==> src/rtl/gpu_pkg.sv <==
// gpu_pkg: state encodings, default widths and small helpers shared by the
// GPU VRAM clients (port arbiter, renderer fetch units, CPU bridge).
package gpu_pkg;

  localparam int GPU_VRAM_ADDR_W = 14;
  localparam int GPU_VRAM_DATA_W = 32;
  localparam int GPU_VRAM_RD_LAT = 1;
  localparam int ARB_WAIT_W      = 16;

  typedef enum logic [1:0] {
    ARB_IDLE   = 2'd0,
    ARB_PEND   = 2'd1,
    ARB_RDWAIT = 2'd2
  } arb_state_e;

  // Saturating increment for the CPU wait-cycle counter.
  function automatic logic [ARB_WAIT_W-1:0] wait_sat_inc(input logic [ARB_WAIT_W-1:0] v);
    return (&v) ? v : v + {{(ARB_WAIT_W-1){1'b0}}, 1'b1};
  endfunction

endpackage

==> src/rtl/rd_tag_pipe.sv <==
// rd_tag_pipe: DEPTH-deep 1-bit shift register that follows a read through
// the VRAM latency so the issuer can recognise its own data on the way out.
module rd_tag_pipe #(
  parameter int DEPTH = 1
) (
  input  logic clk,
  input  logic rst,
  input  logic tag_i,
  output logic tag_o
);

  logic [DEPTH-1:0] stage_q;

  generate
    if (DEPTH == 1) begin : g_single
      // Single stage: the tag simply waits one cycle.
      always_ff @(posedge clk or posedge rst) begin
        if (rst) stage_q <= 1'b0;
        else     stage_q <= tag_i;
      end
    end else begin : g_multi
      // Shift the tag one stage per cycle; a clear drops any read in flight.
      always_ff @(posedge clk or posedge rst) begin
        if (rst) stage_q <= '0;
        else     stage_q <= {stage_q[DEPTH-2:0], tag_i};
      end
    end
  endgenerate

  assign tag_o = stage_q[DEPTH-1];

endmodule

==> src/rtl/vram_port_arbiter.sv <==
// vram_port_arbiter: shares one synchronous VRAM port between GPU read fetches
// (absolute priority, zero added latency) and CPU start/done accesses that
// only use cycles the GPU leaves idle.
module vram_port_arbiter
  import gpu_pkg::*;
#(
  parameter int ADDR_W = GPU_VRAM_ADDR_W,
  parameter int DATA_W = GPU_VRAM_DATA_W,
  parameter int RD_LAT = GPU_VRAM_RD_LAT
) (
  input  logic              clk,
  input  logic              reset,
  input  logic              gpu_req,
  input  logic [ADDR_W-1:0] gpu_addr,
  output logic [DATA_W-1:0] gpu_q,
  input  logic              cpu_start,
  input  logic              cpu_we,
  input  logic [ADDR_W-1:0] cpu_addr,
  input  logic [DATA_W-1:0] cpu_data,
  output logic [DATA_W-1:0] cpu_q,
  output logic              cpu_done,
  output logic              cpu_busy,
  output logic [ADDR_W-1:0] vram_addr,
  output logic [DATA_W-1:0] vram_d,
  output logic              vram_we,
  input  logic [DATA_W-1:0] vram_q,
  output logic [15:0]       wait_max
);

  arb_state_e              state_q;
  logic                    we_q;
  logic [ADDR_W-1:0]       addr_q;
  logic [DATA_W-1:0]       data_q;
  logic [ADDR_W-1:0]       last_addr_q;
  logic [ARB_WAIT_W-1:0]   wait_cnt_q;
  logic [ARB_WAIT_W-1:0]   wait_cnt_d;
  logic [ARB_WAIT_W-1:0]   wait_max_q;
  logic [DATA_W-1:0]       cpu_rdata_q;
  logic                    done_q;
  logic                    busy_q;
  logic                    cpu_grant;
  logic                    tag_issue;
  logic                    tag_out;

  // The CPU owns the port only in PEND cycles the GPU does not claim.
  assign cpu_grant  = (state_q == ARB_PEND) && !gpu_req;
  assign tag_issue  = cpu_grant && !we_q;
  assign wait_cnt_d = wait_sat_inc(wait_cnt_q);

  // Port mux: GPU first, then a granted CPU access, else hold the last address.
  always_comb begin
    vram_addr = last_addr_q;
    vram_we   = 1'b0;
    if (gpu_req) begin
      vram_addr = gpu_addr;
    end else if (cpu_grant) begin
      vram_addr = addr_q;
      vram_we   = we_q;
    end
  end

  // Write data only matters while vram_we is high, so the latched word is
  // driven permanently.
  assign vram_d   = data_q;
  assign gpu_q    = vram_q;
  assign cpu_q    = cpu_rdata_q;
  assign cpu_done = done_q;
  assign cpu_busy = busy_q;
  assign wait_max = wait_max_q;

  rd_tag_pipe #(
    .DEPTH (RD_LAT)
  ) u_rd_tag_pipe (
    .clk   (clk),
    .rst   (reset),
    .tag_i (tag_issue),
    .tag_o (tag_out)
  );

  // Control FSM with registered handshake outputs and wait statistics.
  always_ff @(posedge clk or posedge reset) begin
    if (reset) begin
      state_q     <= ARB_IDLE;
      we_q        <= 1'b0;
      addr_q      <= '0;
      data_q      <= '0;
      last_addr_q <= '0;
      wait_cnt_q  <= '0;
      wait_max_q  <= '0;
      cpu_rdata_q <= '0;
      done_q      <= 1'b0;
      busy_q      <= 1'b0;
    end else begin
      done_q      <= 1'b0;
      last_addr_q <= vram_addr;
      // busy covers the done cycle itself, then drops.
      if (done_q) busy_q <= 1'b0;

      // The returning tag alone identifies CPU read data on vram_q.
      if (tag_out) begin
        cpu_rdata_q <= vram_q;
        done_q      <= 1'b1;
        state_q     <= ARB_IDLE;
      end else begin
        case (state_q)
          ARB_IDLE: begin
            if (cpu_start && !busy_q) begin
              we_q       <= cpu_we;
              addr_q     <= cpu_addr;
              data_q     <= cpu_data;
              wait_cnt_q <= '0;
              busy_q     <= 1'b1;
              state_q    <= ARB_PEND;
            end
          end
          ARB_PEND: begin
            if (gpu_req) begin
              wait_cnt_q <= wait_cnt_d;
            end else begin
              if (wait_cnt_q > wait_max_q) wait_max_q <= wait_cnt_q;
              if (we_q) begin
                done_q  <= 1'b1;
                state_q <= ARB_IDLE;
              end else begin
                state_q <= ARB_RDWAIT;
              end
            end
          end
          ARB_RDWAIT: begin
            state_q <= ARB_RDWAIT;
          end
          default: state_q <= ARB_IDLE;
        endcase
      end
    end
  end

endmodule

==> config.mk <==
export PLATFORM = sky130hd
export DESIGN_NAME = vram_port_arbiter
export DESIGN_NICKNAME = d
export VERILOG_FILES = /design/src/rtl/gpu_pkg.sv /design/src/rtl/rd_tag_pipe.sv /design/src/rtl/vram_port_arbiter.sv
export SDC_FILE = /design/constraint.sdc
export NUM_CORES = 1
export LEC_CHECK = 0
export ABC_AREA = 1
export CAP_MARGIN = 20
export CORE_ASPECT_RATIO = 1.25
export CORE_MARGIN = 3
export CORE_UTILIZATION = 41
export CTS_CLUSTER_SIZE = 20
export DETAILED_ROUTE_END_ITERATION = 6
export HOLD_SLACK_MARGIN = 0.08
export PLACE_DENSITY = 0.79
export SLEW_MARGIN = 40
export SYNTH_ARGS = -nofsm -noshare
export SYNTH_HDL_FRONTEND = slang
export SYNTH_HIERARCHICAL = 1
export SYNTH_SLANG_ARGS = --single-unit
==> constraint.sdc <==
create_clock -name clk -period 4.3 [get_ports clk]
set_clock_uncertainty 0.05 [all_clocks]
set_input_delay 0.86 -clock clk [delete_from_list [all_inputs] [get_ports clk]]
set_output_delay 0.86 -clock clk [all_outputs]
set_load 0.05 [all_outputs]
==> metrics.txt <==
fin crit share 0.8372; TritonCTS clock tree built; antenna-violating nets left 0; Max stage delay on crit path 0.43 ns; syn_nets 766; core area 14590 µm²; RSZ-0062 raised after global routing no; Crit-path slowest cell o21ai_0; Post-route DRC 0; Pwr Density 752.8 nW/µm²; Synth cell types 38; Vias 5061; first-pass GRT wire length 26600 µm; critical path startpoint gpu_req; io pins 226; Leak 4.076 nW; Slew @ Worst Pin 0.6986 ns; Port Buffer Count 225; final critical-path required period 3.600 ns; Worst Path Arrival 2.69 ns; Fmax 277.8 MHz; Synth area leaders dfrtp_1, nand2_1, mux2_2; largest net degree at the start of global routing 52; prevailing post-synth register cell dfrtp_1; final wirelength 16800 µm; Clock Pin Slew Worst Setup and Hold Paths 0.05 ns; final instance area 9099 µm²; Synth top area share 0.5231; register area share after synthesis 0.5231; count of final hold-check violations 0; syn_area_per_cell 9.538 µm²; worst path cell trace clkdlybuf4s50_1 > buf_4 > inv_1 > o21ai_0 > o21ai_0 > buf_12; dpl hpwl 12400 µm; Area after DPL 8487 µm²; 1st-iter DRT viols 239; vias in the first global route 5205; VDD IR-drop max 0.0006508 V; CTS Buf Count 17; gr usage total 0.2068; Clk Latency, worst-skew pair 0.41 ns; EDFF count, synth 0; GP Congestion 0.7928; #FFs+latches synth 130; Fillers 1209; post-CTS setup buffers 0; kind of critical path input port to primary output; nature of the critical path endpoint primary output; r2r setup slk 1.87 ns; reg2reg start u_rd_tag_pipe/tag_o; die width 116.2 µm; Critical Path Fanout Max 17; DRT Pass-1 Iters 4; status finished, final reports clean; R2R depth 7; worst flop-to-flop path endpoint wait_max[5]; grt ovf 0; Via-to-Cell Ratio 4.871; # setup viols final 0; Initial Utilization 0.4262; Routed WL per cell 16.17 µm; Max H-tree Level 4; row count 49; Synth warnings 6; layout cells sized above 1 0.1674; worst min path class flop to flop; Post-CTS Hold Buffers 0; mapped cell area 6218 µm²; CP required 3.39 ns; P&R area growth vs syn 46.32%; Max Cap Viol 0; final net count 961; largest area contributor in the netlist dfrtp_1; clock root buffer clkbuf_16; Async S/R FF share, synth 1.000; TNS Setup 0 ns; initial antenna violation count 1; Clock Path Buffers 2; CP startpoint kind input port; Cells after Synth 652; Slew Viols, Final 0; Rel. slew slack 0.5333; die area 16690 µm²; most frequent CP cell o21ai_0; clk sinks 130; Resized Gates After CTS 0; CP endpoint vram_addr[4]; Vert. Die Dim 143.7 µm
[layout by cell type, fill, tap and decap left out, drive strengths merged, types with 3 or more instances in the layout]
cell type | netlist | routed
clkbuf | 7 | 18
buf | 49 | 22
a21oi | 9 | 9
dfrtp | 130 | 130
inv | 39 | 42
o21ai | 42 | 42
xor2 | 3 | 3
clkinv | 0 | 5
nor3 | 3 | 3
clkinvlp | 0 | 3
o31ai | 3 | 3
mux2 | 46 | 46
nand2 | 210 | 210
nand3 | 30 | 30
bufinv | 0 | 3
ha | 17 | 17
clkdlybuf4s50 | 0 | 210
nand4 | 9 | 9
nor2 | 45 | 45
[Yosys cell counts (17+ instances only)]
| cell | n |
|---|---|
| dfrtp_1 | 130 |
| o21ai_0 | 33 |
| inv_1 | 35 |
| buf_4 | 34 |
| ha_1 | 17 |
| nand2_2 | 18 |
| nand2_1 | 191 |
| mux2_2 | 46 |
| nand3_1 | 30 |
| nor2_1 | 38 |
[worst max-delay path: cells and delay by family]
kind | cells | cell delay (ns)
AO/OA/AOI/OAI | 2 | 0.62
buffers and inverters | 4 | 1.19
[state kept, by name, indices dropped and copies added (netlist names)]
name and flops:
state_q 2, cpu_busy 1, last_addr_q 14, u_rd_tag_pipe/tag_o 1
wait_cnt_q 16, cpu_done 1, vram_d 32, we_q 1
wait_max 16, cpu_q 32, addr_q 14
[area by class of cell]
type / instances / area, µm² / area share
Sequential cell: 130 / 3253 / 0.3575
Multi-Input combinational cell: 427 / 2431 / 0.2672
Timing Repair Buffer: 232 / 2430 / 0.2671
Clock buffer: 18 / 429.2 / 0.04717
Tap cell: 178 / 222.7 / 0.02448
Clock inverter: 14 / 180.2 / 0.01980
Inverter: 39 / 150.1 / 0.01650
Antenna cell: 1 / 2.502 / 0.0002750
[where the power goes]
part / total (W) / internal (W) / switching [W]
clock network: 0.00148 / 0.000921 / 0.000563
registers: 0.00193 / 0.00168 / 0.000246
logic: 0.00343 / 0.00118 / 0.00225
[worst min path at each step]
stage	startpoint	endpoint	slack, ns	depth (start not counted)
after detailed placement	we_q	u_rd_tag_pipe/tag_o	0.38	1
after floorplan	we_q	u_rd_tag_pipe/tag_o	0.35	1
after global placement	we_q	u_rd_tag_pipe/tag_o	0.36	1
final	we_q	u_rd_tag_pipe/tag_o	0.39	1
after global routing	we_q	u_rd_tag_pipe/tag_o	0.40	1
after CTS	we_q	u_rd_tag_pipe/tag_o	0.38	1
[logic make-up after synthesis]
family	synth area share
AO/OA/AOI/OAI	0.05714
multiplexers	0.08330
AND/OR/NAND/NOR	0.2093
adder cells (fa/ha/maj)	0.03420
XOR/XNOR	0.007044
buffers and inverters	0.08592
flip-flops	0.5231
[per-layer routing]
metal	wire length [µm]	GRT usage	share of wire
met5	0	0	0
met1	6301	0.2358	0.38
met3	1276	0.08130	0.076
met2	8826	0.3522	0.53
met4	394	0.07208	0.023
[through the flow]
stage / cells / hold WS, ns / total power (W) / util / setup slack [ns]
floorplan: 652 / 0.3523 / 0.004209 / - / 0.7850
global placement: 1006 / 0.3639 / 0.005348 / 0.5816 / 0.7925
detailed placement: 1006 / 0.3762 / 0.005405 / 0.5816 / 0.6683
CTS: 1038 / 0.3840 / 0.006920 / 0.6234 / 0.6809
global route: 1039 / 0.4010 / 0.007194 / 0.6236 / 0.5352
finish: 1039 / 0.3878 / 0.006850 / 0.6236 / 0.7000
Note: power is estimated with default switching activity, not from simulation.
